[config.mk]
export PLATFORM = sky130hd
export DESIGN_NAME = ah_onehot_mux_pipe_flat
export DESIGN_NICKNAME = d
export VERILOG_FILES = /design/src/rtl/ah_mux_pkg.sv /design/src/rtl/ah_onehot_mux_pipe_if.sv /design/src/rtl/ah_onehot_andor.sv /design/src/rtl/ah_onehot_mux_pipe.sv /design/src/flat_wrapper.sv
export SDC_FILE = /design/constraint.sdc
export NUM_CORES = 1
export LEC_CHECK = 0
export ABC_AREA = 0
export CELL_PAD_IN_SITES_DETAIL_PLACEMENT = 2
export CELL_PAD_IN_SITES_GLOBAL_PLACEMENT = 2
export CORE_MARGIN = 2
export CORE_UTILIZATION = 23
export CTS_BUF_LIST = sky130_fd_sc_hd__clkbuf_4
export DETAILED_ROUTE_END_ITERATION = 8
export MAX_ROUTING_LAYER = met4
export PLACE_DENSITY = 0.85
export SLEW_MARGIN = 20
export SYNTH_ARGS = -nofsm -noshare
export SYNTH_HDL_FRONTEND = slang
export SYNTH_HIERARCHICAL = 1
export SYNTH_SLANG_ARGS = --single-unit
[constraint.sdc]
create_clock -name clk -period 2.6 [get_ports clk]
set_clock_uncertainty 0.2 [all_clocks]
set_input_delay 0.52 -clock clk [delete_from_list [all_inputs] [get_ports clk]]
set_output_delay 0.52 -clock clk [all_outputs]
set_load 0.02 [all_outputs]
[src/rtl/ah_mux_pkg.sv]
// Shared definitions for the AH one-hot mux family: occupancy encoding,
// state type and a select-legality helper.
package ah_mux_pkg;

  // Widest select vector the legality helper handles; callers zero-extend.
  localparam int AH_MAX_CH = 64;

  localparam logic [1:0] OCC_EMPTY = 2'd0;
  localparam logic [1:0] OCC_ONE   = 2'd1;
  localparam logic [1:0] OCC_FULL  = 2'd2;

  typedef enum logic [1:0] {
    ST_EMPTY = OCC_EMPTY,
    ST_ONE   = OCC_ONE,
    ST_FULL  = OCC_FULL
  } occ_state_t;

  // True when exactly one bit of sel is set (nonzero and a power of two).
  function automatic logic ah_onehot_ok(input logic [AH_MAX_CH-1:0] sel);
    return (sel != '0) && ((sel & (sel - 1'b1)) == '0);
  endfunction

endpackage

[src/rtl/ah_onehot_mux_pipe_if.sv]
// Upstream/downstream handshake bundle for the pipelined one-hot mux.
// slave is the mux side, master is the side driving beats and ready.
interface ah_onehot_mux_pipe_if #(
  parameter int DATA_W = 8,
  parameter int NUM_CH = 8
);
  logic [NUM_CH*DATA_W-1:0] in_data;
  logic [NUM_CH-1:0]        mux_select;
  logic                     in_valid;
  logic                     in_ready;
  logic [DATA_W-1:0]        out_data;
  logic                     out_sel_err;
  logic                     out_valid;
  logic                     out_ready;
  logic                     err_sticky;
  logic                     err_clr;

  modport slave (
    input  in_data, mux_select, in_valid, out_ready, err_clr,
    output in_ready, out_data, out_sel_err, out_valid, err_sticky
  );

  modport master (
    output in_data, mux_select, in_valid, out_ready, err_clr,
    input  in_ready, out_data, out_sel_err, out_valid, err_sticky
  );
endinterface

[src/rtl/ah_onehot_andor.sv]
// Combinational NUM_CH x DATA_W AND-OR reduction. Zero-hot yields 0 and
// multi-hot yields the bitwise OR of the selected channels; sel_err flags
// any select that is not exactly one-hot. NUM_CH must not exceed AH_MAX_CH.
module ah_onehot_andor
  import ah_mux_pkg::*;
#(
  parameter int DATA_W = 8,
  parameter int NUM_CH = 8
) (
  input  logic [NUM_CH*DATA_W-1:0] in_data,
  input  logic [NUM_CH-1:0]        sel,
  output logic [DATA_W-1:0]        data,
  output logic                     sel_err
);

  // OR together every channel whose select bit is set, and check legality.
  always_comb begin
    data = '0;
    for (int k = 0; k < NUM_CH; k++) begin
      if (sel[k]) data = data | in_data[k*DATA_W +: DATA_W];
    end
    sel_err = !ah_onehot_ok(AH_MAX_CH'(sel));
  end

endmodule

[src/rtl/ah_onehot_mux_pipe.sv]
// Pipelined one-hot mux with a 2-entry skid buffer. The main register drives
// the outputs; the skid register catches the beat accepted while the output
// is stalled so in_ready can be fully registered.
module ah_onehot_mux_pipe
  import ah_mux_pkg::*;
#(
  parameter int DATA_W = 8,
  parameter int NUM_CH = 8
) (
  input logic              clk,
  input logic              rst,
  ah_onehot_mux_pipe_if.slave bus
);

  occ_state_t        state;
  logic [DATA_W-1:0] main_data;
  logic              main_err;
  logic [DATA_W-1:0] skid_data;
  logic              skid_err;
  logic              in_ready_q;
  logic              out_valid_q;
  logic              err_sticky_q;

  logic [DATA_W-1:0] mux_data;
  logic              mux_err;
  logic              accept;
  logic              transfer;

  ah_onehot_andor #(
    .DATA_W(DATA_W),
    .NUM_CH(NUM_CH)
  ) u_andor (
    .in_data(bus.in_data),
    .sel    (bus.mux_select),
    .data   (mux_data),
    .sel_err(mux_err)
  );

  assign accept   = bus.in_valid & in_ready_q;
  assign transfer = out_valid_q & bus.out_ready;

  // Occupancy FSM: moves beats into main/skid and keeps ready/valid registered.
  always_ff @(posedge clk) begin
    if (rst) begin
      state       <= ST_EMPTY;
      main_data   <= '0;
      main_err    <= 1'b0;
      skid_data   <= '0;
      skid_err    <= 1'b0;
      in_ready_q  <= 1'b1;
      out_valid_q <= 1'b0;
    end else begin
      case (state)
        ST_EMPTY: begin
          if (accept) begin
            main_data   <= mux_data;
            main_err    <= mux_err;
            out_valid_q <= 1'b1;
            state       <= ST_ONE;
          end
        end
        ST_ONE: begin
          if (accept && !transfer) begin
            skid_data  <= mux_data;
            skid_err   <= mux_err;
            in_ready_q <= 1'b0;
            state      <= ST_FULL;
          end else if (accept && transfer) begin
            main_data <= mux_data;
            main_err  <= mux_err;
          end else if (transfer) begin
            out_valid_q <= 1'b0;
            state       <= ST_EMPTY;
          end
        end
        ST_FULL: begin
          if (transfer) begin
            main_data  <= skid_data;
            main_err   <= skid_err;
            in_ready_q <= 1'b1;
            state      <= ST_ONE;
          end
        end
        default: begin
          state       <= ST_EMPTY;
          in_ready_q  <= 1'b1;
          out_valid_q <= 1'b0;
        end
      endcase
    end
  end

  // Sticky error flag; a new illegal accepted select beats a same-cycle clear.
  always_ff @(posedge clk) begin
    if (rst) begin
      err_sticky_q <= 1'b0;
    end else if (accept && mux_err) begin
      err_sticky_q <= 1'b1;
    end else if (bus.err_clr) begin
      err_sticky_q <= 1'b0;
    end
  end

  assign bus.in_ready    = in_ready_q;
  assign bus.out_valid   = out_valid_q;
  assign bus.out_data    = main_data;
  assign bus.out_sel_err = main_err;
  assign bus.err_sticky  = err_sticky_q;

endmodule

[src/flat_wrapper.sv]
// flat-port wrapper written by rule: the top's interface ports become plain ports
module ah_onehot_mux_pipe_flat import ah_mux_pkg::*;
#(
  parameter int DATA_W = 8,
  parameter int NUM_CH = 8
)
  (clk, rst, bus_in_data, bus_mux_select, bus_in_valid, bus_out_ready, bus_err_clr, bus_in_ready, bus_out_data, bus_out_sel_err, bus_out_valid, bus_err_sticky);
  ah_onehot_mux_pipe_if #(.DATA_W(DATA_W), .NUM_CH(NUM_CH)) bus_i ();
  input logic clk;
  input logic rst;
  input wire logic [$bits(bus_i.in_data)-1:0] bus_in_data;
  input wire logic [$bits(bus_i.mux_select)-1:0] bus_mux_select;
  input wire logic [$bits(bus_i.in_valid)-1:0] bus_in_valid;
  input wire logic [$bits(bus_i.out_ready)-1:0] bus_out_ready;
  input wire logic [$bits(bus_i.err_clr)-1:0] bus_err_clr;
  output wire logic [$bits(bus_i.in_ready)-1:0] bus_in_ready;
  output wire logic [$bits(bus_i.out_data)-1:0] bus_out_data;
  output wire logic [$bits(bus_i.out_sel_err)-1:0] bus_out_sel_err;
  output wire logic [$bits(bus_i.out_valid)-1:0] bus_out_valid;
  output wire logic [$bits(bus_i.err_sticky)-1:0] bus_err_sticky;
  assign bus_i.in_data = bus_in_data;
  assign bus_i.mux_select = bus_mux_select;
  assign bus_i.in_valid = bus_in_valid;
  assign bus_i.out_ready = bus_out_ready;
  assign bus_i.err_clr = bus_err_clr;
  assign bus_in_ready = bus_i.in_ready;
  assign bus_out_data = bus_i.out_data;
  assign bus_out_sel_err = bus_i.out_sel_err;
  assign bus_out_valid = bus_i.out_valid;
  assign bus_err_sticky = bus_i.err_sticky;
  ah_onehot_mux_pipe #(.DATA_W(DATA_W), .NUM_CH(NUM_CH)) u_core (.clk(clk), .rst(rst), .bus(bus_i));
endmodule
==> flow_metrics.tcl <==
set metrics [dict create \
    wl_um 6868 \
    drive_above_1_share_pct 16.86 \
    ys.flop_type "dfxtp_1" \
    final_util_pct 38.05 \
    vias_per_cell 4.975 \
    layout_common_cells "88 x clkdlybuf4s50_1, 32 x a22oi_1, 23 x dfxtp_1" \
    finalHoldViolCount 0 \
    leakage_uw 0.001038 \
    drc 0 \
    gp_congestion 0.7929 \
    die_x_um 90.02 \
    critPathMaxStageDelay_ns 0.56 \
    grt_pass1_wl_um 10980 \
    n_antenna_cell 0 \
    p_per_area_nw_per_um2 430.2 \
    synth_seq_cells 23 \
    rows 31 \
    startpoint "bus_mux_select[4]" \
    track_usage_pct 17.45 \
    clk_pin_slew_ns 0.14 \
    cts-hold-fix-buffers 0 \
    syn_area_um2 1702 \
    max_cap_viol_count 0 \
    relSlewSlack_pct 60.96 \
    cp_max_fo 3 \
    worst-endpoint-required_ns 2.62 \
    endpoint "u_core/bus.err_sticky" \
    post-route-min-period_ns 2.338 \
    async_reset_ff_share_pct 0 \
    cts.htree.levels 1 \
    cts_tree "done" \
    final_cells 360 \
    io_pins 89 \
    ys_seq_area_share_pct 27.06 \
    die_area_um2 8103 \
    clock_sinks 23 \
    grt_pass1_vias 2033 \
    setup.worst_path.start_class "primary input" \
    finalNetCount 339 \
    fin_ws_ns 0.2616 \
    peakVddDrop_v 0.0001845 \
    use_met1_pct 19.89 \
    rr_startpoint "u_core/state[0]" \
    netlist-cell-type-count 40 \
    die_y_um 90.02 \
    r2r-end "u_core/skid_data[1]" \
    grt_max_degree 34 \
    cpLargestDelayFamily "simple AND/OR/NAND/NOR gates" \
    synth.avg_cell_area_um2 9.951 \
    busiest_layer "met2" \
    critPathArrivalTime_ns 2.36 \
    rrSetupSlack_ns 0.81 \
    place_inst 356 \
    status "finished clean" \
    area_growth_pct 61.32 \
    final.period_utilization_pct 89.94 \
    cts_resized 0 \
    dr.pass1.iters 4 \
    crit_path_end_kind "flop" \
    yosysWarnings 6 \
    synth-edff-count 0 \
    ctsLongestPathBuffers 2 \
    setup_viol 0 \
    syn_inst 171 \
    grt_overflow 0 \
    final_max_slew_viol_count 0 \
    insertion_delay_ns 0.32 \
    vias 1791 \
    r2r_cells 3 \
    grt_antenna_before_repair 0 \
    cts_inserted_buffers 3 \
    drtIter0Drc 47 \
    crit_cells 8 \
    crit_type "in -> reg" \
    cpMaxStageDelayCell "or4_4" \
    final_common_cell "clkdlybuf4s50_1" \
    rsz0062_at_grt "no" \
    core-area_um2 7214 \
    place_hpwl_um 5585 \
    power.total_uw 1181 \
    max_freq_ghz 0.4276 \
    post-place-ws_ns -0.06702 \
    syn-num-nets 248 \
    postCtsSetupBuffers 0 \
    root_buffer "clkbuf_4" \
    worst_slew_pin_slew_ns 0.5855 \
    port_buffers 88 \
    hp-class "reg -> reg" \
    wl_per_cell_um 19.08 \
    use_met3_pct 2.682 \
    start_util_pct 23.59 \
    use_met2_pct 32.08 \
    path_buf_inv 2 \
    worstPathCellList "clkdlybuf4s50_1 > or4_4 > o21ai_2 > nor4b_1 > o22ai_1 > buf_4 > nand3_1 > a21oi_1" \
    drtAntennaViolNets 0 \
]
-- layout make-up --
type                    count  area [um2]
multi-input cells         129        1126
inverters                   1       3.754
fillers                   819        4469
clock inverters             1       7.507
flip-flops and latches     23       460.4
well taps                  99       123.9
repair buffers            104        1001
clock buffers               3       22.52
-- cells in the mapped netlist (2+ instances only) --
library cell  number  share of area (%)
a2111oi_2          7                6.2
a2111oi_4          2                3.2
a211o_1            2                1.0
a211oi_2           9                6.6
a21oi_1            3               0.88
a22oi_1           32                 14
buf_2              3               0.88
buf_4              3                1.3
buf_6              3                2.0
clkbuf_1           7                1.5
dfxtp_1           23                 27
mux2i_1           19                 11
nand2b_1          21                7.7
nand4_1            8                2.9
nor3_1             2               0.59
o21bai_1           3                1.3
-- registers in the layout, indices dropped and copies added, names as in the netlist --
name	count
u_core/bus.out_data	8
u_core/skid_data	8
u_core/state	2
u_core/bus.err_sticky	1
u_core/bus.in_ready	1
u_core/bus.out_sel_err	1
u_core/bus.out_valid	1
u_core/skid_err	1
-- cell families (layout without fill, tap and decap cells) --
logic type / after synthesis / count (layout) / share of synthesized area [%]
and+or+nand+nor: 43 / 43 / 17.06
buffers and inverters: 19 / 109 / 6.764
adders and majority gates: 1 / 1 / 0.5883
muxes: 19 / 19 / 11.18
AOI/OAI and AO/OA: 66 / 66 / 37.35
DFF: 23 / 23 / 27.06
-- metrics by stage --
| stage | hold WS, ns | TNS, ns | area, um2 |
|---|---|---|---|
| after floorplan | 0.2480 | 0 | 1702 |
| after global placement | 0.2578 | -0.03571 | 2715 |
| after detailed placement | 0.2711 | -0.1321 | 2715 |
| after CTS | 0.2939 | 0 | 2745 |
| after global routing | 0.3282 | 0 | 2745 |
| final | 0.2947 | 0 | 2745 |
-- worst reg2reg max path, cell delays in order, from the launching register on --
cell and delay [ns]:
dfxtp_1 0.44, a21boi_0 0.32, and4b_2 0.51, mux2i_1 0.25
-- how the worst min path moves through the flow --
stage,from,slack (ns),cells after the start,end
floorplan,u_core/skid_data[0],0.25,2,u_core/skid_data[0]
CTS,u_core/skid_data[6],0.29,2,u_core/skid_data[6]
detailed placement,u_core/skid_data[6],0.27,2,u_core/skid_data[6]
global placement,u_core/skid_data[4],0.26,2,u_core/skid_data[4]
finish,u_core/bus.err_sticky,0.29,2,u_core/bus.err_sticky
global route,u_core/skid_data[4],0.33,2,u_core/skid_data[4]
-- layer usage --
| metal | up-vias | wire, um | share of wire, % |
|---|---|---|---|
| li1 | 868 | - | - |
| met3 | 10 | 147 | 2.1 |
| met1 | 885 | 2819 | 41 |
| met4 | 0 | 136 | 2.0 |
| met2 | 28 | 3765 | 55 |
| met5 | - | 0 | 0 |
-- power breakdown --
part / switching, uW / internal (uW)
clock: 122 / 58.8
sequential: 44.5 / 403
combinational: 247 / 305
total: 413 / 767
Power figures use the tool's default switching activity.
